==> src/rtl/pipe_pkg.sv <==
// Shared definitions for the 16-bit pipeline: opcodes, instruction field
// positions, hazard controller state and register-usage decode helpers.
package pipe_pkg;

    localparam logic [3:0] OP_RTYPE = 4'b0000;
    localparam logic [3:0] OP_BR0   = 4'b0100;
    localparam logic [3:0] OP_BR1   = 4'b0101;
    localparam logic [3:0] OP_BR2   = 4'b0110;
    localparam logic [3:0] OP_LOAD  = 4'b1000;
    localparam logic [3:0] OP_STORE = 4'b1100;
    localparam logic [3:0] OP_HALT  = 4'b1110;

    // Instruction field positions
    localparam int OP_MSB = 15;
    localparam int OP_LSB = 12;
    localparam int RS_MSB = 11;
    localparam int RS_LSB = 8;
    localparam int RT_MSB = 7;
    localparam int RT_LSB = 4;

    typedef enum logic {
        ST_IDLE = 1'b0,
        ST_BUSY = 1'b1
    } hz_state_t;

    // Every op except halt reads rs.
    function automatic logic uses_rs(input logic [3:0] op);
        return (op != OP_HALT);
    endfunction

    // R-type, store and the three branch forms read rt.
    function automatic logic uses_rt(input logic [3:0] op);
        return (op == OP_RTYPE) || (op == OP_STORE) ||
               (op == OP_BR0) || (op == OP_BR1) || (op == OP_BR2);
    endfunction

endpackage

==> src/rtl/hazard_stall_controller_if.sv <==
// Signal bundle between the pipeline datapath and the hazard/stall controller.
// There is no valid/ready handshake here: in_id_valid simply qualifies
// in_id_instr for the current cycle, and every control output is a
// same-cycle (combinational) response that the pipeline registers obey at
// the next rising edge.
interface hazard_stall_controller_if #(
    parameter int CNT_W = 16
);
    import pipe_pkg::*;

    logic [15:0]      in_id_instr;
    logic             in_id_valid;
    logic             in_ex_mem_read;
    logic [3:0]       in_ex_rd;
    logic             in_ex_multi;
    logic             in_branch_taken;

    logic             out_pc_write;
    logic             out_ifid_write;
    logic             out_ifid_flush;
    logic             out_hz;
    logic             out_ex_hold;
    logic             out_mem_bubble;
    logic             out_busy;
    logic [CNT_W-1:0] out_stall_cnt;
    logic [CNT_W-1:0] out_flush_cnt;
    hz_state_t        dbg_state;

    // Pipeline side: drives the observations, consumes the controls.
    modport master (
        output in_id_instr, in_id_valid, in_ex_mem_read, in_ex_rd,
               in_ex_multi, in_branch_taken,
        input  out_pc_write, out_ifid_write, out_ifid_flush, out_hz,
               out_ex_hold, out_mem_bubble, out_busy, out_stall_cnt,
               out_flush_cnt, dbg_state
    );

    // Controller side.
    modport slave (
        input  in_id_instr, in_id_valid, in_ex_mem_read, in_ex_rd,
               in_ex_multi, in_branch_taken,
        output out_pc_write, out_ifid_write, out_ifid_flush, out_hz,
               out_ex_hold, out_mem_bubble, out_busy, out_stall_cnt,
               out_flush_cnt, dbg_state
    );

endinterface

==> src/rtl/sat_counter.sv <==
// Up-counter that sticks at all-ones instead of wrapping; clear wins over inc.
module sat_counter #(
    parameter int CNT_W = 16
) (
    input  logic             clk,
    input  logic             clear,
    input  logic             inc,
    output logic [CNT_W-1:0] count
);

    // Count register with synchronous clear and saturation at all-ones.
    always_ff @(posedge clk) begin
        if (clear) begin
            count <= '0;
        end else if (inc && (count != {CNT_W{1'b1}})) begin
            count <= count + {{(CNT_W-1){1'b0}}, 1'b1};
        end
    end

endmodule

==> src/rtl/hazard_stall_controller.sv <==
// Pipeline sequencer: load-use bubble, taken-branch flush and a freeze of
// the front end while a multi-cycle mul/div op occupies EX. Controls are
// Mealy outputs of the IDLE/BUSY state plus the current-cycle inputs.
module hazard_stall_controller
    import pipe_pkg::*;
#(
    parameter int MULDIV_CYCLES = 4,
    parameter int CNT_W         = 16
) (
    input  logic                     CLOCK,
    input  logic                     in_rst,
    hazard_stall_controller_if.slave bus
);

    // The entry cycle is the first EX cycle and the release cycle the last,
    // so the counter only has to cover the cycles strictly between them.
    localparam logic [3:0] CNT_LOAD = 4'(MULDIV_CYCLES - 2);

    hz_state_t  state, state_nx;
    logic [3:0] cyc_cnt, cyc_cnt_nx;

    logic [3:0] id_op, id_rs, id_rt;
    logic       load_use;

    logic pc_write, ifid_write, ifid_flush, hz, ex_hold, mem_bubble;
    logic flush_evt, stall_evt;

    assign id_op = bus.in_id_instr[OP_MSB:OP_LSB];
    assign id_rs = bus.in_id_instr[RS_MSB:RS_LSB];
    assign id_rt = bus.in_id_instr[RT_MSB:RT_LSB];

    // Register 0 is hard-wired, so a load into it never creates a hazard.
    assign load_use = bus.in_id_valid && bus.in_ex_mem_read &&
                      (bus.in_ex_rd != 4'd0) &&
                      ((uses_rs(id_op) && (id_rs == bus.in_ex_rd)) ||
                       (uses_rt(id_op) && (id_rt == bus.in_ex_rd)));

    // State and cycle counter; reset aborts any op in flight.
    always_ff @(posedge CLOCK) begin
        if (in_rst) begin
            state   <= ST_IDLE;
            cyc_cnt <= 4'd0;
        end else begin
            state   <= state_nx;
            cyc_cnt <= cyc_cnt_nx;
        end
    end

    // Next state and Mealy control outputs; branch outranks multi-cycle
    // entry, which outranks the load-use bubble.
    always_comb begin
        state_nx   = state;
        cyc_cnt_nx = cyc_cnt;
        pc_write   = 1'b1;
        ifid_write = 1'b1;
        ifid_flush = 1'b0;
        hz         = 1'b0;
        ex_hold    = 1'b0;
        mem_bubble = 1'b0;
        flush_evt  = 1'b0;

        if (in_rst) begin
            pc_write   = 1'b0;
            ifid_write = 1'b0;
            ifid_flush = 1'b1;
            hz         = 1'b1;
            state_nx   = ST_IDLE;
            cyc_cnt_nx = 4'd0;
        end else begin
            case (state)
                ST_IDLE: begin
                    if (bus.in_branch_taken) begin
                        ifid_flush = 1'b1;
                        hz         = 1'b1;
                        ifid_write = 1'b0;
                        flush_evt  = 1'b1;
                    end else if (bus.in_ex_multi) begin
                        pc_write   = 1'b0;
                        ifid_write = 1'b0;
                        ex_hold    = 1'b1;
                        mem_bubble = 1'b1;
                        state_nx   = ST_BUSY;
                        cyc_cnt_nx = CNT_LOAD;
                    end else if (load_use) begin
                        pc_write   = 1'b0;
                        ifid_write = 1'b0;
                        hz         = 1'b1;
                    end
                end
                ST_BUSY: begin
                    if (cyc_cnt != 4'd0) begin
                        pc_write   = 1'b0;
                        ifid_write = 1'b0;
                        ex_hold    = 1'b1;
                        mem_bubble = 1'b1;
                        cyc_cnt_nx = cyc_cnt - 4'd1;
                    end else begin
                        // Release cycle: the op leaves EX; only the
                        // load-use check is live again.
                        state_nx = ST_IDLE;
                        if (load_use) begin
                            pc_write   = 1'b0;
                            ifid_write = 1'b0;
                            hz         = 1'b1;
                        end
                    end
                end
                default: begin
                    state_nx   = ST_IDLE;
                    cyc_cnt_nx = 4'd0;
                end
            endcase
        end
    end

    assign stall_evt = !in_rst && !pc_write;

    sat_counter #(.CNT_W(CNT_W)) u_stall_cnt (
        .clk   (CLOCK),
        .clear (in_rst),
        .inc   (stall_evt),
        .count (bus.out_stall_cnt)
    );

    sat_counter #(.CNT_W(CNT_W)) u_flush_cnt (
        .clk   (CLOCK),
        .clear (in_rst),
        .inc   (flush_evt),
        .count (bus.out_flush_cnt)
    );

    assign bus.out_pc_write   = pc_write;
    assign bus.out_ifid_write = ifid_write;
    assign bus.out_ifid_flush = ifid_flush;
    assign bus.out_hz         = hz;
    assign bus.out_ex_hold    = ex_hold;
    assign bus.out_mem_bubble = mem_bubble;
    assign bus.out_busy       = (state == ST_BUSY);
    assign bus.dbg_state      = state;

endmodule

==> src/flat_wrapper.sv <==
// flat-port wrapper written by rule: the top's interface ports become plain ports
module hazard_stall_controller_flat import pipe_pkg::*;
#(
    parameter int MULDIV_CYCLES = 4,
    parameter int CNT_W         = 16
)
  (CLOCK, in_rst, bus_in_id_instr, bus_in_id_valid, bus_in_ex_mem_read, bus_in_ex_rd, bus_in_ex_multi, bus_in_branch_taken, bus_out_pc_write, bus_out_ifid_write, bus_out_ifid_flush, bus_out_hz, bus_out_ex_hold, bus_out_mem_bubble, bus_out_busy, bus_out_stall_cnt, bus_out_flush_cnt, bus_dbg_state);
  hazard_stall_controller_if #(.CNT_W(CNT_W)) bus_i ();
  input  logic CLOCK;
  input  logic in_rst;
  input wire logic [$bits(bus_i.in_id_instr)-1:0] bus_in_id_instr;
  input wire logic [$bits(bus_i.in_id_valid)-1:0] bus_in_id_valid;
  input wire logic [$bits(bus_i.in_ex_mem_read)-1:0] bus_in_ex_mem_read;
  input wire logic [$bits(bus_i.in_ex_rd)-1:0] bus_in_ex_rd;
  input wire logic [$bits(bus_i.in_ex_multi)-1:0] bus_in_ex_multi;
  input wire logic [$bits(bus_i.in_branch_taken)-1:0] bus_in_branch_taken;
  output wire logic [$bits(bus_i.out_pc_write)-1:0] bus_out_pc_write;
  output wire logic [$bits(bus_i.out_ifid_write)-1:0] bus_out_ifid_write;
  output wire logic [$bits(bus_i.out_ifid_flush)-1:0] bus_out_ifid_flush;
  output wire logic [$bits(bus_i.out_hz)-1:0] bus_out_hz;
  output wire logic [$bits(bus_i.out_ex_hold)-1:0] bus_out_ex_hold;
  output wire logic [$bits(bus_i.out_mem_bubble)-1:0] bus_out_mem_bubble;
  output wire logic [$bits(bus_i.out_busy)-1:0] bus_out_busy;
  output wire logic [$bits(bus_i.out_stall_cnt)-1:0] bus_out_stall_cnt;
  output wire logic [$bits(bus_i.out_flush_cnt)-1:0] bus_out_flush_cnt;
  output wire logic [$bits(bus_i.dbg_state)-1:0] bus_dbg_state;
  assign bus_i.in_id_instr = bus_in_id_instr;
  assign bus_i.in_id_valid = bus_in_id_valid;
  assign bus_i.in_ex_mem_read = bus_in_ex_mem_read;
  assign bus_i.in_ex_rd = bus_in_ex_rd;
  assign bus_i.in_ex_multi = bus_in_ex_multi;
  assign bus_i.in_branch_taken = bus_in_branch_taken;
  assign bus_out_pc_write = bus_i.out_pc_write;
  assign bus_out_ifid_write = bus_i.out_ifid_write;
  assign bus_out_ifid_flush = bus_i.out_ifid_flush;
  assign bus_out_hz = bus_i.out_hz;
  assign bus_out_ex_hold = bus_i.out_ex_hold;
  assign bus_out_mem_bubble = bus_i.out_mem_bubble;
  assign bus_out_busy = bus_i.out_busy;
  assign bus_out_stall_cnt = bus_i.out_stall_cnt;
  assign bus_out_flush_cnt = bus_i.out_flush_cnt;
  assign bus_dbg_state = bus_i.dbg_state;
  hazard_stall_controller #(.MULDIV_CYCLES(MULDIV_CYCLES), .CNT_W(CNT_W)) u_core (.CLOCK(CLOCK), .in_rst(in_rst), .bus(bus_i));
endmodule
==> config.mk <==
export PLATFORM = sky130hd
export DESIGN_NAME = hazard_stall_controller_flat
export DESIGN_NICKNAME = d
export VERILOG_FILES = /design/src/rtl/pipe_pkg.sv /design/src/rtl/hazard_stall_controller_if.sv /design/src/rtl/sat_counter.sv /design/src/rtl/hazard_stall_controller.sv /design/src/flat_wrapper.sv
export SDC_FILE = /design/constraint.sdc
export NUM_CORES = 1
export LEC_CHECK = 0
export CORE_ASPECT_RATIO = 0.8
export CORE_MARGIN = 1.5
export CORE_UTILIZATION = 28
export CTS_CLUSTER_DIAMETER = 100
export DETAILED_ROUTE_END_ITERATION = 16
export PLACE_DENSITY = 0.6
export SETUP_SLACK_MARGIN = 0.3
export SLEW_MARGIN = 10
export SYNTH_ARGS = -nofsm -noshare
export SYNTH_HDL_FRONTEND = slang
export SYNTH_SLANG_ARGS = --single-unit
==> constraint.sdc <==
create_clock -name CLOCK -period 1.8 [get_ports CLOCK]
set_clock_uncertainty 0.1 [all_clocks]
set_input_delay 0.36 -clock CLOCK [delete_from_list [all_inputs] [get_ports CLOCK]]
set_output_delay 0.36 -clock CLOCK [all_outputs]
set_load 0.05 [all_outputs]
==> impl_metrics.env <==
export IMPL_max_cap_viol_count=0
export IMPL_arrival_ns=1.65
export IMPL_io_buffers=61
export IMPL_synth_cell_types=49
export IMPL_rsz0062_at_grt="yes"
export IMPL_violations="setup timing"
export IMPL_critical_path_class="input port to output port"
export IMPL_drive_gt1_frac=0.6771
export IMPL_clock_latency_ns=0.29
export IMPL_synth_flop_cell="dfxtp_1"
export IMPL_cts_buffers=5
export IMPL_synth_top_area_frac=0.3536
export IMPL_critPathLaunchType="input port"
export IMPL_crit_start="bus_in_id_instr[13]"
export IMPL_drtIter0Drc=63
export IMPL_core_sq_um=7061
export IMPL_worst_slew_pin_transition_ns=0.3201
export IMPL_pwr_share_seq=0.356
export IMPL_yosys_warnings=0
export IMPL_drcViolationCount=0
export IMPL_yosys_top_cells_area="dfxtp_1 35%, xor2_1 7.5%, nor2_1 6.3%, a21oi_1 3.1%, nand4_1 3.0%"
export IMPL_hp_class="input port to flip-flop"
export IMPL_cts_tree="yes"
export IMPL_cts_htree_levels=2
export IMPL_fin_nets=413
export IMPL_dr_total_vias=2302
export IMPL_combPwrFrac=0.273
export IMPL_critPathCaptureType="output port"
export IMPL_diodes=0
export IMPL_yosysSeqAreaShare=0.3536
export IMPL_cts_clk_slew_worst_paths_ns=0.07
export IMPL_areaGrowthSynthToFinish_pct=97.73
export IMPL_routed_wl_um=6662
export IMPL_post_route_period_util=1.170
export IMPL_period_needed_ns=2.106
export IMPL_synth_edf_count=0
export IMPL_netlist_area_sq_um=2095
export IMPL_p_sw_frac=0.2797
export IMPL_clock_sinks=37
export IMPL_ant_nets=0
export IMPL_rows=27
export IMPL_p_per_area_nw_per_um2=560.4
export IMPL_fmax_mhz=474.8
export IMPL_grt_max_degree=24
export IMPL_synth_net_count=273
export IMPL_start_util=0.2967
export IMPL_gr_total_overflow=0
export IMPL_antenna_found_initial=0
export IMPL_cts_root_buf="clkbuf_8"
export IMPL_viasPerCell=4.887
export IMPL_pin_count=66
export IMPL_die_height_um=80.36
export IMPL_fill_cells=608
export IMPL_pwr_share_clk=0.371
export IMPL_die_x_um=99.70
export IMPL_setup_violations=31
export IMPL_postCtsHoldBufs=0
export IMPL_netlist_instances=243
export IMPL_design_die_area_sq_um=8011
export IMPL_yosys_register_bits=37
export IMPL_synth_top_area_cell="dfxtp_1"
export IMPL_post_drt_wl_per_cell_um=14.14
export IMPL_avgSynthCellArea_sq_um=8.619
export IMPL_peakVddDrop_uv=372.8
export IMPL_outcome="finished, violations left"
export IMPL_relSlewSlack=0.7846
export IMPL_fin_ws_ns=-0.3060
export IMPL_post_route_util=0.5866
export IMPL_holdCritStartpoint="in_rst"
export IMPL_grt_pass1_wl_um=10450
export IMPL_synth_async_reset_ratio=0
export IMPL_r2r_start="u_core.cyc_cnt[0]"
export IMPL_hold_viol=0
export IMPL_fin_hold_ws_ns=0.3318
export IMPL_cp_required_ns=1.34
export IMPL_cts_buffer_depth=2
export IMPL_cp_max_fo=3
export IMPL_place_congestion=0.7625
export IMPL_p_leak_nw=1.726
export IMPL_power_switching_uw=649.2
export IMPL_drtPass1Iterations=4
export IMPL_drv_slew=0
export IMPL_grt_use_total=0.1625
export IMPL_grt_pass1_vias=2212
export IMPL_place_ws_ns=-0.9302
export IMPL_hpwl_um=4587
export IMPL_p_int_mw=1.672
## repair_timing
action,4_1_cts,5_1_grt
pin swaps,33,25
setup endpoints to repair,42,44
gates resized for setup,100,41
hold endpoints to repair,0,0
cloned,0,1
setup buffers,17,18
## layer usage
metal	vias to the layer above	global-route usage	part of all wire
met5	-	0	0
met4	0	0.04225	0.0072
met3	5	0.03133	0.042
met2	48	0.2844	0.51
met1	1105	0.2047	0.44
li1	1144	-	-
## cells in the final DEF, fill, tap and decap left out, types with 3 or more instances in the layout
cell / Yosys / final
and3_4: 0 / 5
nor2_4: 0 / 6
or4_1: 4 / 3
xnor2_1: 6 / 3
o21ai_4: 1 / 3
nand2_2: 0 / 4
xnor2_2: 0 / 3
mux2_4: 0 / 3
nand3_1: 10 / 5
a21oi_4: 0 / 3
xor2_2: 0 / 3
dfxtp_2: 0 / 9
nor2b_1: 10 / 9
nor2_1: 35 / 27
inv_2: 0 / 3
o31ai_1: 3 / 3
dfxtp_4: 0 / 27
and3_1: 8 / 3
nor3_2: 0 / 7
a21oi_1: 13 / 6
xor2_1: 18 / 14
nand3_2: 1 / 4
clkbuf_8: 2 / 5
nand2_1: 15 / 11
mux2_1: 4 / 3
nand4_1: 10 / 10
buf_12: 0 / 7
nor4_4: 1 / 3
buf_4: 3 / 90
a21oi_2: 0 / 4
nor3_4: 1 / 3
buf_6: 1 / 24
dlygate4sd2_1: 0 / 6
buf_2: 1 / 6
## cell type report
class                   instances  area (sq um)  area share
clock buffers                   5         68.82     0.01662
clock inverters                 3         65.06     0.01571
inverters                       3         11.26    0.002719
multi-input cells             194          1763      0.4257
flip-flops and latches         37         853.3      0.2060
well taps                      87         108.9     0.02628
repair buffers                142          1271      0.3069
## worst paths after layout
path                                 end  slack [ns]  cells after the start
min reg2reg  u_core.u_flush_cnt.count[3]        0.37                      1
min                 u_core.bus.dbg_state        0.33                      3
max reg2reg  u_core.u_stall_cnt.count[5]       -0.27                     10
max                     bus_out_pc_write       -0.31                      7
## cell usage after synthesis, types with 2 or more instances
cell	n
dfxtp_1	37
nor2_1	35
xor2_1	18
nand2_1	15
a21oi_1	13
nor3_1	11
nand3_1	10
nand4_1	10
nor2b_1	10
and3_1	8
xnor2_1	6
o21ai_0	5
ha_1	4
mux2_1	4
mux2_2	4
or4_1	4
a211oi_1	3
buf_4	3
inv_1	3
nor4_1	3
o31ai_1	3
or3_1	3
and3_2	2
clkbuf_8	2
nand2b_1	2
nor3b_1	2
## power by group through the flow
stage | Clock (mW) | Sequential [mW] | Combinational [mW]
6_report | 0.862 | 0.825 | 0.634
5_1_grt | 0.928 | 0.828 | 0.671
4_1_cts | 0.887 | 0.826 | 0.571
3_5_place_dp | 0 | 0.840 | 0.487
3_3_place_gp | 0 | 0.839 | 0.481
2_1_floorplan | 0 | 0.882 | 0.232
## stage by stage
stage | area, sq um | power, mW | setup TNS [ns] | std cells
floorplan | 2449 | 1.113 | -1.428 | 243
CTS | 3831 | 2.284 | -4.367 | 452
global placement | 3385 | 1.320 | -19.49 | 427
detailed placement | 3385 | 1.327 | -20.66 | 427
finish | 4141 | 2.321 | -4.018 | 471
global route | 4141 | 2.427 | -5.852 | 471
## cells by family after synthesis
| logic type | after synthesis | share of synthesized area |
|---|---|---|
| buffers and inverters | 13 | 0.04779 |
| AO/OA/AOI/OAI | 33 | 0.1075 |
| AND/OR/NAND/NOR | 123 | 0.3190 |
| XOR/XNOR | 24 | 0.1004 |
| adder cells (fa/ha/maj) | 4 | 0.02390 |
| multiplexers | 9 | 0.04779 |
| flip-flops | 37 | 0.3536 |
## critical path, stage by stage
cell,delay [ns]
clkdlybuf4s15_2,0.21
nand2_1,0.05
o31a_1,0.30
a31o_1,0.25
o21a_4,0.21
nor2_4,0.11
buf_12,0.14
## flip-flops by register name, indices dropped and copies added, names as in the netlist
signal                    cells
u_core.bus.dbg_state          1
u_core.cyc_cnt                4
u_core.u_flush_cnt.count     16
u_core.u_stall_cnt.count     16
(Power assumes the default switching activity.)
